<file path="src/rtl/ps2_rx_ctrl.sv">
// PS/2 receive controller: pin synchronizer, 11-bit frame FSM, frame checks and valid/ready delivery.
// Optional build macro PS2_RX_PARITY_CHECK_EN enables odd-parity checking and the parity_err pulse.
module ps2_rx_ctrl #(
  parameter int TIMEOUT_CYCLES = 5000
) (
  input  logic       clk,
  input  logic       reset,
  input  logic       ps2_clk,
  input  logic       ps2_data,
  input  logic       rx_en,
  input  logic       ready,
  output logic [7:0] data,
  output logic       valid,
  output logic       busy,
  output logic       parity_err,
  output logic       frame_err,
  output logic       overrun
);

  localparam int TW = $clog2(TIMEOUT_CYCLES);
  localparam logic [TW-1:0] TIMEOUT_LAST = TW'(TIMEOUT_CYCLES - 1);

  typedef enum logic [1:0] {
    IDLE   = 2'd0,
    DATA   = 2'd1,
    PARITY = 2'd2,
    STOP   = 2'd3
  } state_t;

  state_t          state_r, state_nxt_s;
  logic            clk_meta_r, clk_sync_r, clk_prev_r;
  logic            data_meta_r, data_sync_r;
  logic            fall_s, timeout_s, parity_bad_s, good_s;
  logic [7:0]      shift_r, shift_nxt_s;
  logic [2:0]      bit_cnt_r, bit_cnt_nxt_s;
  logic [TW-1:0]   timer_r, timer_nxt_s;
  logic [7:0]      data_r, data_nxt_s;
  logic            valid_r, valid_nxt_s;
  logic            busy_r;
  logic            perr_r, perr_nxt_s;
  logic            ferr_r, ferr_nxt_s;
  logic            ovr_r, ovr_nxt_s;

  assign fall_s    = clk_prev_r & ~clk_sync_r;
  assign timeout_s = (timer_r == TIMEOUT_LAST);

`ifdef PS2_RX_PARITY_CHECK_EN
  logic par_bit_r;

  function automatic logic parity_odd(input logic [7:0] b, input logic p);
    return ^{b, p};
  endfunction

  // Capture the parity bit on the fall that closes the PARITY state.
  always_ff @(posedge clk or negedge reset) begin
    if (!reset) begin
      par_bit_r <= 1'b0;
    end else if (state_r == PARITY && fall_s) begin
      par_bit_r <= data_sync_r;
    end else begin
      par_bit_r <= par_bit_r;
    end
  end

  assign parity_bad_s = ~parity_odd(shift_r, par_bit_r);
`else
  assign parity_bad_s = 1'b0;
`endif

  // Two-flop synchronizers plus the previous-clock flop; all reset high so reset never fakes an edge.
  always_ff @(posedge clk or negedge reset) begin
    if (!reset) begin
      clk_meta_r  <= 1'b1;
      clk_sync_r  <= 1'b1;
      clk_prev_r  <= 1'b1;
      data_meta_r <= 1'b1;
      data_sync_r <= 1'b1;
    end else begin
      clk_meta_r  <= ps2_clk;
      clk_sync_r  <= clk_meta_r;
      clk_prev_r  <= clk_sync_r;
      data_meta_r <= ps2_data;
      data_sync_r <= data_meta_r;
    end
  end

  // FSM state register.
  always_ff @(posedge clk or negedge reset) begin
    if (!reset) begin
      state_r <= IDLE;
    end else begin
      state_r <= state_nxt_s;
    end
  end

  // Next-state logic; dropping rx_en aborts a frame silently.
  always_comb begin
    state_nxt_s = state_r;
    case (state_r)
      IDLE: begin
        if (rx_en && fall_s && !data_sync_r) state_nxt_s = DATA;
        else                                 state_nxt_s = IDLE;
      end
      DATA: begin
        if (!rx_en)                            state_nxt_s = IDLE;
        else if (fall_s && bit_cnt_r == 3'd7)  state_nxt_s = PARITY;
        else if (fall_s)                       state_nxt_s = DATA;
        else if (timeout_s)                    state_nxt_s = IDLE;
        else                                   state_nxt_s = DATA;
      end
      PARITY: begin
        if (!rx_en)         state_nxt_s = IDLE;
        else if (fall_s)    state_nxt_s = STOP;
        else if (timeout_s) state_nxt_s = IDLE;
        else                state_nxt_s = PARITY;
      end
      STOP: begin
        if (!rx_en || fall_s || timeout_s) state_nxt_s = IDLE;
        else                               state_nxt_s = STOP;
      end
      default: state_nxt_s = IDLE;
    endcase
  end

  // Frame datapath and error classification.
  always_comb begin
    shift_nxt_s   = shift_r;
    bit_cnt_nxt_s = bit_cnt_r;
    perr_nxt_s    = 1'b0;
    ferr_nxt_s    = 1'b0;
    good_s        = 1'b0;
    case (state_r)
      IDLE: begin
        if (rx_en && fall_s && !data_sync_r) begin
          shift_nxt_s   = 8'h00;
          bit_cnt_nxt_s = 3'd0;
        end else if (rx_en && fall_s) begin
          ferr_nxt_s = 1'b1;
        end else begin
          ferr_nxt_s = 1'b0;
        end
      end
      DATA: begin
        if (rx_en && fall_s) begin
          shift_nxt_s   = {data_sync_r, shift_r[7:1]};
          bit_cnt_nxt_s = bit_cnt_r + 3'd1;
        end else if (rx_en && timeout_s) begin
          ferr_nxt_s = 1'b1;
        end else begin
          ferr_nxt_s = 1'b0;
        end
      end
      PARITY: ferr_nxt_s = rx_en && !fall_s && timeout_s;
      STOP: begin
        if (rx_en && fall_s && !data_sync_r)       ferr_nxt_s = 1'b1;
        else if (rx_en && fall_s && parity_bad_s)  perr_nxt_s = 1'b1;
        else if (rx_en && fall_s)                  good_s     = 1'b1;
        else if (rx_en && timeout_s)               ferr_nxt_s = 1'b1;
        else                                       good_s     = 1'b0;
      end
      default: ferr_nxt_s = 1'b0;
    endcase

    if (state_r == IDLE || state_nxt_s == IDLE || fall_s) timer_nxt_s = {TW{1'b0}};
    else                                                  timer_nxt_s = timer_r + TW'(1);
  end

  // Delivery: a concurrent handshake frees the slot for the new byte, otherwise it is an overrun.
  always_comb begin
    data_nxt_s  = data_r;
    valid_nxt_s = valid_r;
    ovr_nxt_s   = 1'b0;
    if (good_s && (!valid_r || ready)) begin
      data_nxt_s  = shift_r;
      valid_nxt_s = 1'b1;
    end else if (good_s) begin
      ovr_nxt_s = 1'b1;
    end else if (valid_r && ready) begin
      valid_nxt_s = 1'b0;
    end else begin
      valid_nxt_s = valid_r;
    end
  end

  // Datapath and output registers.
  always_ff @(posedge clk or negedge reset) begin
    if (!reset) begin
      shift_r   <= 8'h00;
      bit_cnt_r <= 3'd0;
      timer_r   <= {TW{1'b0}};
      data_r    <= 8'h00;
      valid_r   <= 1'b0;
      busy_r    <= 1'b0;
      perr_r    <= 1'b0;
      ferr_r    <= 1'b0;
      ovr_r     <= 1'b0;
    end else begin
      shift_r   <= shift_nxt_s;
      bit_cnt_r <= bit_cnt_nxt_s;
      timer_r   <= timer_nxt_s;
      data_r    <= data_nxt_s;
      valid_r   <= valid_nxt_s;
      busy_r    <= (state_nxt_s != IDLE);
      perr_r    <= perr_nxt_s;
      ferr_r    <= ferr_nxt_s;
      ovr_r     <= ovr_nxt_s;
    end
  end

  assign data       = data_r;
  assign valid      = valid_r;
  assign busy       = busy_r;
  assign parity_err = perr_r;
  assign frame_err  = ferr_r;
  assign overrun    = ovr_r;

endmodule

</file>
<file path="config.mk">
export PLATFORM = sky130hd
export DESIGN_NAME = ps2_rx_ctrl
export DESIGN_NICKNAME = d
export VERILOG_FILES = /design/src/rtl/ps2_rx_ctrl.sv
export SDC_FILE = /design/constraint.sdc
export NUM_CORES = 1
export LEC_CHECK = 0
export CELL_PAD_IN_SITES_DETAIL_PLACEMENT = 1
export CELL_PAD_IN_SITES_GLOBAL_PLACEMENT = 1
export CORE_ASPECT_RATIO = 0.8
export CORE_UTILIZATION = 44
export DETAILED_ROUTE_END_ITERATION = 16
export HOLD_SLACK_MARGIN = 0.06
export PLACE_DENSITY = 0.77
export SYNTH_ARGS = -nofsm -noshare
export SYNTH_HDL_FRONTEND = slang
export SYNTH_SLANG_ARGS = --single-unit
</file>
<file path="constraint.sdc">
create_clock -name clk -period 2.03 [get_ports clk]
set_input_delay 0.609 -clock clk [delete_from_list [all_inputs] [get_ports clk]]
set_output_delay 0.609 -clock clk [all_outputs]
set_load 0.005 [all_outputs]
</file>
==> impl_metrics.toml <==
[run_status]
status = "finished, final reports clean"

[floorplan]
ios = 19
start_util = 0.479
fp.dieArea_sq_mm = 0.00457
die_x_microns = 75.3
rows = 20
core_area_sq_mm = 0.00395
die_y_microns = 60.7

[detailed_routing]
drt-total-wl_mm = 4.23
drc = 0
drtIter0Drc = 92
drt_first_pass_iters = 4
via_count = 1360
ant_nets = 0
viasPerCell = 5.31
post_drt_wl_per_cell_microns = 16.5

[yosys]
yosysTopAreaCell = "dfrtp_1"
synth.most_common_cell = "dfrtp_1"
synth_nets = 185
ys_async_sr_fraction = 1.00
synth_top_area_frac = 0.502
syn-instance-count = 176
synth_cell_types = 35
yosysWarnings = 0
synth_edf_count = 0
synth_ff_type = "dfrtp_1"
post_synth.cell_area_avg_sq_um = 10.8
ys_top_cells_by_count = "dfrtp_1 (38), nand2_1 (24), nor2_1 (19), o21ai_0 (12)"
ys_seq_elements = 43
syn-cell-area_sq_mm = 0.00189
synthTopCellsByArea = "dfrtp_1 (50%), dfstp_2 (6.9%), mux2_2 (4.8%)"
yosysSeqAreaShare = 0.572

[timing]
rsz0062_at_grt = "no"
fin_setup_tns_ns = 0
finalCritPeriodShare = 0.946
fin_skew_ns = 0.0121
slew_headroom = 0.583
hold_viol_final = 0
finalMaxSlewViolations = 0
setup_viol = 0
period_minus_slack_ns = 1.92
fmax_mhz = 521
worst_pin_slew_ns = 0.624

[clocking]
clkLatencyLatePin_ns = 0.30
post_cts_resized = 0
cts_buffer_depth = 2
cts_buffers = 5
post-cts-setup-buffers = 0
hold_buffers = 0
cts_tree = "built"
cts-root-buf = "clkbuf_8"
cts.htree.levels = 2
clock-sinks = 43
clk_pin_slew_worst_paths_ns = 0.08

[critical_path]
worstSetupStartpointType = "register"
startpoint = "timer_r[0]"
cp.required_ns = 2.25
slowest_stage = "or4b_4"
slowest_delay_ns = 0.63
crit_family = "simple AND/OR/NAND/NOR gates"
crit_buf_inv = 0
critPathKind = "reg -> reg"
timing.rr.start = "timer_r[0]"
worstPathArrival_ns = 2.14
setup.worst_path.end = "timer_r[8]"
reg2reg_to = "timer_r[8]"
worstPathCellList = "ha_1 > nand3b_1 > nor4b_4 > or4b_4 > nor2_1"
reg2reg_depth = 5
path_depth = 5
crit_path_end_kind = "register"
ff2ff_setup_slack_ns = 0.11
crit_fanout = 13

[pwr]
powerDensity_mw_per_mm2 = 722
power_leakage_nw = 0.951
ir_worst_vdd_v = 0.000440

[layout]
syn_to_final_growth_pct = 19.0
nNetsFinal = 209
register_area_sq_mm = 0.00108
antenna_cells = 0
fillers = 447
fin_area_sq_mm = 0.00225
multi_input_area_sq_um = 748
drive_gt1_frac = 0.164

[placement]
placed_area_sq_mm = 0.00214
gp_congestion = 0.793
dpl.hpwl_mm = 2.98
io_buffers = 17

[grt]
grt_pass1_vias = 1482
grt_usage = 0.224
grt_antenna_before_repair = 0
grt_max_degree = 44
grt_first_pass_wirelength_mm = 7.30
gr-total-overflow = 0

[flow_run]
maxCapViolCount = 0

[min_path]
hold_path_class = "reg -> reg"
-- sequential cells by signal, summed over array words and instances (netlist names), 2 cells and up --
signal and flops:
bit_cnt_r 3, data 8, shift_r 8, state_r 2, timer_r 13
-- through the flow --
stage               std cells  setup slack, ns  hold slack (ns)   util  power [mW]
floorplan                 176            0.317            0.313      -       0.935
global placement          248           0.0443            0.348  0.542       0.975
detailed placement        248          0.00704            0.350  0.542       0.982
CTS                       256            0.116            0.362  0.570        1.64
global route              256           0.0552            0.370  0.570        1.69
finish                    256            0.110            0.363  0.570        1.63
-- metal layers --
metal,up-vias,routed length [microns],GRT usage
met2,22,1970,0.353
met5,-,0,0
met1,684,2070,0.302
met3,5,127,0.0515
met4,0,61,0.0899
li1,649,-,-
-- logic make-up after synthesis --
kind of cell             after synthesis  share of synthesized area
buffers and inverters                 13                     0.0330
flip-flops                            43                      0.572
multiplexers                           8                     0.0476
AO/OA/AOI/OAI                         24                     0.0773
AND/OR/NAND/NOR                       73                      0.198
adder cells (fa/ha/maj)                3                     0.0198
XOR/XNOR                              11                     0.0509
other                                  1                    0.00198
-- how the worst min path moves through the flow --
| stage | startpoint | endpoint | slack [ns] | depth (start not counted) |
|---|---|---|---|---|
| finish | clk_meta_r | clk_sync_r | 0.36 | 0 |
| detailed placement | clk_meta_r | clk_sync_r | 0.35 | 0 |
| global placement | data_meta_r | data_sync_r | 0.35 | 0 |
| global route | clk_meta_r | clk_sync_r | 0.37 | 0 |
| CTS | clk_meta_r | clk_sync_r | 0.36 | 0 |
| floorplan | reset | bit_cnt_r[0] | 0.31 | 0 |
-- cells in the final DEF (no fill, tap or decap), types with 3 or more instances in the layout --
| cell | synthesis | routed |
|---|---|---|
| nor2b_1 | 3 | 3 |
| xor2_1 | 3 | 3 |
| mux2_2 | 8 | 8 |
| dfstp_2 | 5 | 5 |
| xnor2_1 | 8 | 8 |
| nor3_1 | 4 | 4 |
| ha_1 | 3 | 3 |
| nor2_1 | 19 | 19 |
| nand3_1 | 6 | 6 |
| o21ai_0 | 12 | 12 |
| clkbuf_8 | 0 | 5 |
| buf_4 | 1 | 8 |
| clkdlybuf4s50_1 | 0 | 16 |
| inv_1 | 5 | 5 |
| nand2_1 | 24 | 24 |
| dfrtp_1 | 38 | 38 |
| nand4_1 | 5 | 5 |
-- report_power, final --
part           internal (mW)  total [mW]  switching (mW)
logic                 0.0291      0.0751          0.0460
clock network          0.367       0.661           0.294
registers              0.875       0.890          0.0148
total                   1.27        1.63           0.355
-- cell type report --
type	count	share of cell area
Clock buffer	6	0.0322
Tap cell	55	0.0305
Sequential cell	43	0.480
Timing Repair Buffer	25	0.0999
Inverter	5	0.00833
Multi-Input combinational cell	120	0.332
Clock inverter	2	0.0167
Power figures use the tool's default switching activity.
